### src/rtl/if_pc_predict.sv
// Instruction-fetch PC register with next-PC selection and a direct-mapped BTB
// holding 2-bit saturating direction counters.
module if_pc_predict #(
  parameter int                ADDR_W      = 32,
  parameter int                BTB_ENTRIES = 16,
  parameter logic [ADDR_W-1:0] RESET_PC    = '0
) (
  input  logic              clk,
  input  logic              rst,
  input  logic              stall,
  input  logic              epc_ctrl,
  input  logic [ADDR_W-1:0] jumpAddressExcept,
  input  logic              id_isBranch,
  input  logic              id_shouldJumpOrBranch,
  input  logic [ADDR_W-1:0] id_jumpOrBranchPc,
  input  logic [ADDR_W-1:0] id_branchPc,
  input  logic              id_predTaken,
  input  logic [ADDR_W-1:0] id_predTarget,
  output logic [ADDR_W-1:0] pc,
  output logic [ADDR_W-1:0] pc_4,
  output logic              predTaken,
  output logic [ADDR_W-1:0] predTarget,
  output logic              if_valid,
  output logic              flush
);
  localparam int IDX_W = $clog2(BTB_ENTRIES);
  localparam int TAG_W = ADDR_W - IDX_W - 2;
  localparam int TGT_W = ADDR_W - 2;

  logic [ADDR_W-1:0] pc_q, pc_d;
  logic              if_valid_q, if_valid_d;

  logic [BTB_ENTRIES-1:0]            btb_valid;
  logic [BTB_ENTRIES-1:0][TAG_W-1:0] btb_tag;
  logic [BTB_ENTRIES-1:0][TGT_W-1:0] btb_tgt;
  logic [BTB_ENTRIES-1:0][1:0]       btb_ctr;

  // Fetch-side lookup, purely combinational on the current PC
  logic [IDX_W-1:0] lk_idx;
  logic             lk_hit;

  assign lk_idx     = pc_q[IDX_W+1:2];
  assign lk_hit     = btb_valid[lk_idx] && (btb_tag[lk_idx] == pc_q[ADDR_W-1:IDX_W+2]);
  assign predTaken  = lk_hit && btb_ctr[lk_idx][1];
  assign predTarget = predTaken ? {btb_tgt[lk_idx], 2'b00} : '0;
  assign pc_4       = pc_q + ADDR_W'(4);
  assign pc         = pc_q;
  assign if_valid   = if_valid_q;

  logic              upd_en;
  logic              mispredict;
  logic [ADDR_W-1:0] correct_pc;

  assign upd_en     = id_isBranch && !stall;
  assign mispredict = upd_en &&
                      ((id_shouldJumpOrBranch != id_predTaken) ||
                       (id_shouldJumpOrBranch && id_predTaken &&
                        (id_jumpOrBranchPc != id_predTarget)));
  assign correct_pc = id_shouldJumpOrBranch ? id_jumpOrBranchPc : id_branchPc + ADDR_W'(4);
  assign flush      = epc_ctrl || mispredict;

  always_comb begin
    pc_d = pc_4;
    if (epc_ctrl)        pc_d = jumpAddressExcept;
    else if (mispredict) pc_d = correct_pc;
    else if (stall)      pc_d = pc_q;
    else if (predTaken)  pc_d = predTarget;
    pc_d[1:0]  = 2'b00;
    if_valid_d = 1'b1;
  end

  always_ff @(posedge clk) begin
    if (rst) begin
      pc_q       <= RESET_PC;
      if_valid_q <= 1'b0;
    end else begin
      pc_q       <= pc_d;
      if_valid_q <= if_valid_d;
    end
  end

  // Resolution-side update, indexed and tagged by the resolving instruction's PC
  logic [IDX_W-1:0] wr_idx_d;
  logic [TAG_W-1:0] wr_tag_d;
  logic [TGT_W-1:0] wr_tgt_d;
  logic [1:0]       wr_ctr_d;
  logic             wr_en_d;
  logic             upd_hit;
  logic [1:0]       upd_ctr;

  assign wr_idx_d = id_branchPc[IDX_W+1:2];
  assign wr_tag_d = id_branchPc[ADDR_W-1:IDX_W+2];
  assign upd_hit  = btb_valid[wr_idx_d] && (btb_tag[wr_idx_d] == wr_tag_d);
  assign upd_ctr  = btb_ctr[wr_idx_d];

  always_comb begin
    wr_en_d  = upd_en && (upd_hit || id_shouldJumpOrBranch);
    wr_tgt_d = id_shouldJumpOrBranch ? id_jumpOrBranchPc[ADDR_W-1:2] : btb_tgt[wr_idx_d];
    wr_ctr_d = 2'd2;
    if (upd_hit) begin
      if (id_shouldJumpOrBranch) wr_ctr_d = (upd_ctr == 2'd3) ? 2'd3 : upd_ctr + 2'd1;
      else                       wr_ctr_d = (upd_ctr == 2'd0) ? 2'd0 : upd_ctr - 2'd1;
    end
  end

  for (genvar gi = 0; gi < BTB_ENTRIES; gi++) begin : g_btb
    logic             valid_q;
    logic [TAG_W-1:0] tag_q;
    logic [TGT_W-1:0] tgt_q;
    logic [1:0]       ctr_q;
    logic             sel;

    assign sel = wr_en_d && (wr_idx_d == IDX_W'(gi));

    // Only the valid bit is reset; the payload is meaningless until allocated
    always_ff @(posedge clk) begin
      if (rst) begin
        valid_q <= 1'b0;
      end else if (sel) begin
        valid_q <= 1'b1;
        tag_q   <= wr_tag_d;
        tgt_q   <= wr_tgt_d;
        ctr_q   <= wr_ctr_d;
      end
    end

    assign btb_valid[gi] = valid_q;
    assign btb_tag[gi]   = tag_q;
    assign btb_tgt[gi]   = tgt_q;
    assign btb_ctr[gi]   = ctr_q;
  end
endmodule

### config.mk
export PLATFORM = sky130hd
export DESIGN_NAME = if_pc_predict
export DESIGN_NICKNAME = d
export VERILOG_FILES = /design/src/rtl/if_pc_predict.sv
export SDC_FILE = /design/constraint.sdc
export NUM_CORES = 2
export LEC_CHECK = 0
export CAP_MARGIN = 10
export CORE_ASPECT_RATIO = 2
export CORE_MARGIN = 2
export CORE_UTILIZATION = 50
export DETAILED_ROUTE_END_ITERATION = 7
export PLACE_DENSITY = 0.7
export SLEW_MARGIN = 25
export SYNTH_ARGS = -nofsm -noshare
export SYNTH_HDL_FRONTEND = slang
export SYNTH_SLANG_ARGS = --single-unit
### constraint.sdc
create_clock -name clk -period 21.1 [get_ports clk]
set_input_delay 2.11 -clock clk [delete_from_list [all_inputs] [get_ports clk]]
set_output_delay 2.11 -clock clk [all_outputs]
set_load 0.01 [all_outputs]
==> summary.txt <==
Power
  • Pleak: 17.8 nW
  • Clk pwr share: 38.1%
  • Int Power: 3.27 mW
  • P_sw: 1.07 mW
  • Switching share of power: 24.7%
  • P per Cell Area: 77.8 nW/um^2
  • VDD IR-drop max: 0.0603 mV
  • Comb pwr share: 12.2%
  • Seq pwr share: just under 50%

Global routing
  • Vias in the first global route: 33,400
  • Overflow left after global routing: 0
  • Largest net degree at the start of global routing: 130
  • First-pass GRT wire length: roughly 240,000 um
  • Antenna violations before repair: 11
  • GRT Resource Usage Total: 35.1%

Die
  • Area of the core: 98,300 sq um
  • Die ar.: 101,000 sq um
  • Row cnt: around 160
  • Top-level port count: 234
  • Initial core utilization: between 50% and 60%
  • Die Wd: 226 um
  • Die Span Y: 448 um

Logic synthesis
  • Yosys cell types: 83
  • Syn Inst Count: ~3,100
  • Leading area contributor after synthesis: edfxtp_1
  • Top-count cell post-synth: edfxtp_1
  • Synth cell count leaders: edfxtp_1, mux4_2, nand2_1, mux2i_1
  • Netlist Area Pre-Place: 49,300 sq um
  • Ys flop type: edfxtp_1
  • Syn Area/Cell: 16.0 sq um
  • EDFF count, synth: slightly above 900
  • Asr flop ratio synth: 0%
  • Top cell type's share of synthesized area: 56.5%
  • Synth area leaders: edfxtp_1, mux4_2, mux2i_1, dfxtp_1, xnor2_1
  • Synth warn: 0
  • Sequential area share after synthesis: 58.4%
  • Synth Register Bits: between 900 and 1,000

Drt
  • Detail Route Antenna Nets: 0
  • Routed WL per cell: 37.7 um
  • DR pass1 iterations: 5
  • Drt total wl: between 150,000 and 200,000 um
  • # DRC: 0
  • Vias/cell: 6.99
  • Vias post-DR: 32,500
  • Iteration-0 DRC Markers: between 4,000 and 5,000

Clocking
  • PostCTS Resize Cnt: 0
  • Root Driver: clkbuf_16
  • TritonCTS Buffers: 84
  • Htree depth: 3
  • Clock sinks: 975
  • CTS tree: built
  • # hold bufs at CTS: 0
  • Clock Path Buffers: 3
  • Reg clk slew, reported paths: 0.07 ns
  • Setup bufs post-CTS: 0
  • Clock Latency Late Sink: 0.70 ns

Layout
  • Final instance area: 55,800 sq um
  • Post-layout net count: 3,391
  • Final non-filler cell total: 4,644
  • P&R area growth vs syn: 13.2%
  • Layout cells sized above 1: about a quarter
  • Layout Utilization: between 50% and 60%

STA
  • Period utilization: 43.5%
  • RSZ-0062 raised after global routing: no
  • Final min period: 9.17 ns
  • Setup_tns: 0 ns
  • Max Clock Freq: 0.109 GHz
  • Fin Clk Skew: approximately 0.027 ns
  • Worst-case headroom to the max-slew limit: 22.6%
  • Final setup vio count: 0
  • Hold Fails Final Rpt: 0
  • Worst-margin pin slew: 1.13 ns
  • Final Slew Violations: 0

Worst setup path
  • Critical Path Source Type: register
  • WP data required: 18.99 ns
  • Critical path fanouts, max: 45
  • Crit path largest cell delay: 0.78 ns
  • Critical Path End Type: output port
  • Most used cell, CP: buf_4
  • Crit Path Category: reg -> out
  • Worst Path Arrival: between 7 and 8 ns
  • Crit path cell chain: buf_4, buf_4, and2_1, buf_4, a22oi_1, o21ai_0, a211oi_1, or4_1, or4_1, nand4bb_4, buf_4, or2_2, inv_1, clkdlybuf4s50_1
  • Critical-path top delay cell: buf_4

Status
  • Status: complete, no violations

Place
  • Post-DP Area: 52,900 sq um
  • HPWL after DPL: roughly 110,000 um
  • DP Cell Count: ~4,500
  • GPL Wtd Cong: 1.02
  • Buffers on Ports: around 220

Run
  • Max cap viols: 0

Hold path
  • Min-Delay Path Class: reg -> reg
==> stage by stage <==
step           power [mW]  setup WS, ns  hold slack [ns]
2_1_floorplan        2.51         11.72            0.444
3_3_place_gp         2.71         12.16            0.453
3_5_place_dp         2.72         12.00            0.474
4_1_cts              4.34         11.96            0.486
5_1_grt              4.43         11.70            0.503
6_report             4.34         11.93            0.486
==> cell families (layout without fill, tap and decap cells) <==
| family | after synthesis | count (layout) | share of synthesized area [%] |
|---|---|---|---|
| compound gates | 361 | 361 | 4.96 |
| xor+xnor | 127 | 127 | 2.26 |
| fa+ha+maj | 7 | 7 | 0.173 |
| buf+inv | 298 | 528 | 2.94 |
| flops | 975 | 975 | 58.4 |
| mux | 690 | 690 | 25.1 |
| other cells | 1 | 11 | 0.00760 |
| simple gates | 625 | 625 | 6.12 |
==> power by group through the flow <==
stage	registers (mW)	clock network, mW	logic (mW)
floorplan	2.19	0	0.319
global placement	2.20	0	0.509
detailed placement	2.20	0	0.518
CTS	2.16	1.66	0.520
global route	2.16	1.73	0.549
finish	2.16	1.65	0.529
==> cell type report <==
class                      instances  area (sq um)
fill                            7663         42500
sequential                       975         28800
multi-input combinational       1816         19200
timing repair buffer             324          3020
clock buffer                     107          2320
tap                             1320          1650
clock inverter                    48           562
inverter                          49           185
antenna                            5          12.5
==> worst paths after layout <==
path / startpoint / end / slack [ns] / cells past startpoint
worst max-delay path: pc[2]$_SDFFE_PP0P_ / predTarget[20] / 11.93 / 14
worst min-delay path: g_btb[9].valid_q$_SDFFE_PP0P_ / g_btb[9].valid_q$_SDFFE_PP0P_ / 0.49 / 2
worst max register to register: pc[2]$_SDFFE_PP0P_ / pc[4]$_SDFFE_PP0P_ / 14.99 / 12
worst min register to register: g_btb[9].valid_q$_SDFFE_PP0P_ / g_btb[9].valid_q$_SDFFE_PP0P_ / 0.49 / 2
==> cells in the final DEF (no fill, tap or decap), types with 12 or more instances in the layout <==
cell type / netlist / routed
mux2_2: 46 / 46
nand2_1: 224 / 224
buf_4: 19 / 98
a211oi_1: 15 / 15
and3_1: 15 / 15
nand3_1: 53 / 53
and2_1: 15 / 14
nor2_1: 123 / 122
nor3_2: 0 / 18
xnor2_1: 100 / 99
nand4_1: 30 / 30
o21ai_0: 40 / 38
o22ai_1: 27 / 27
a21oi_1: 106 / 105
clkinv_1: 1 / 13
mux2i_1: 213 / 213
o32ai_1: 16 / 16
edfxtp_1: 928 / 928
inv_1: 47 / 47
or2_2: 13 / 13
mux4_2: 422 / 422
nor2b_1: 22 / 19
nor3_1: 48 / 30
nor4_1: 12 / 12
xor2_1: 27 / 27
clkdlybuf4s50_1: 0 / 214
dfxtp_1: 47 / 43
clkbuf_16: 0 / 87
a22oi_1: 43 / 43
clkbuf_1: 123 / 13
nand2b_1: 13 / 13
a221oi_1: 23 / 23
==> flip-flops by register name (all words and copies together) (netlist names) <==
signal,flops
g_btb.tag_q,416
g_btb.valid_q,16
if_valid,1
pc,30
g_btb.tgt_q,480
g_btb.ctr_q,32
==> worst max-delay path: cells and delay by family, from the launching register on <==
family | cells | cell delay, ns
buf+inv | 6 | 2.79
simple gates | 5 | 2.18
flops | 1 | 0.63
compound gates | 3 | 0.56
==> metal layers <==
| metal | routed length (um) | GRT usage, % |
|---|---|---|
| met1 | 56000 | 40.0 |
| met2 | 85800 | 57.4 |
| met5 | 34 | 0 |
| met4 | 15700 | 26.8 |
| met3 | 17500 | 7.96 |
Power figures use the tool's default switching activity.
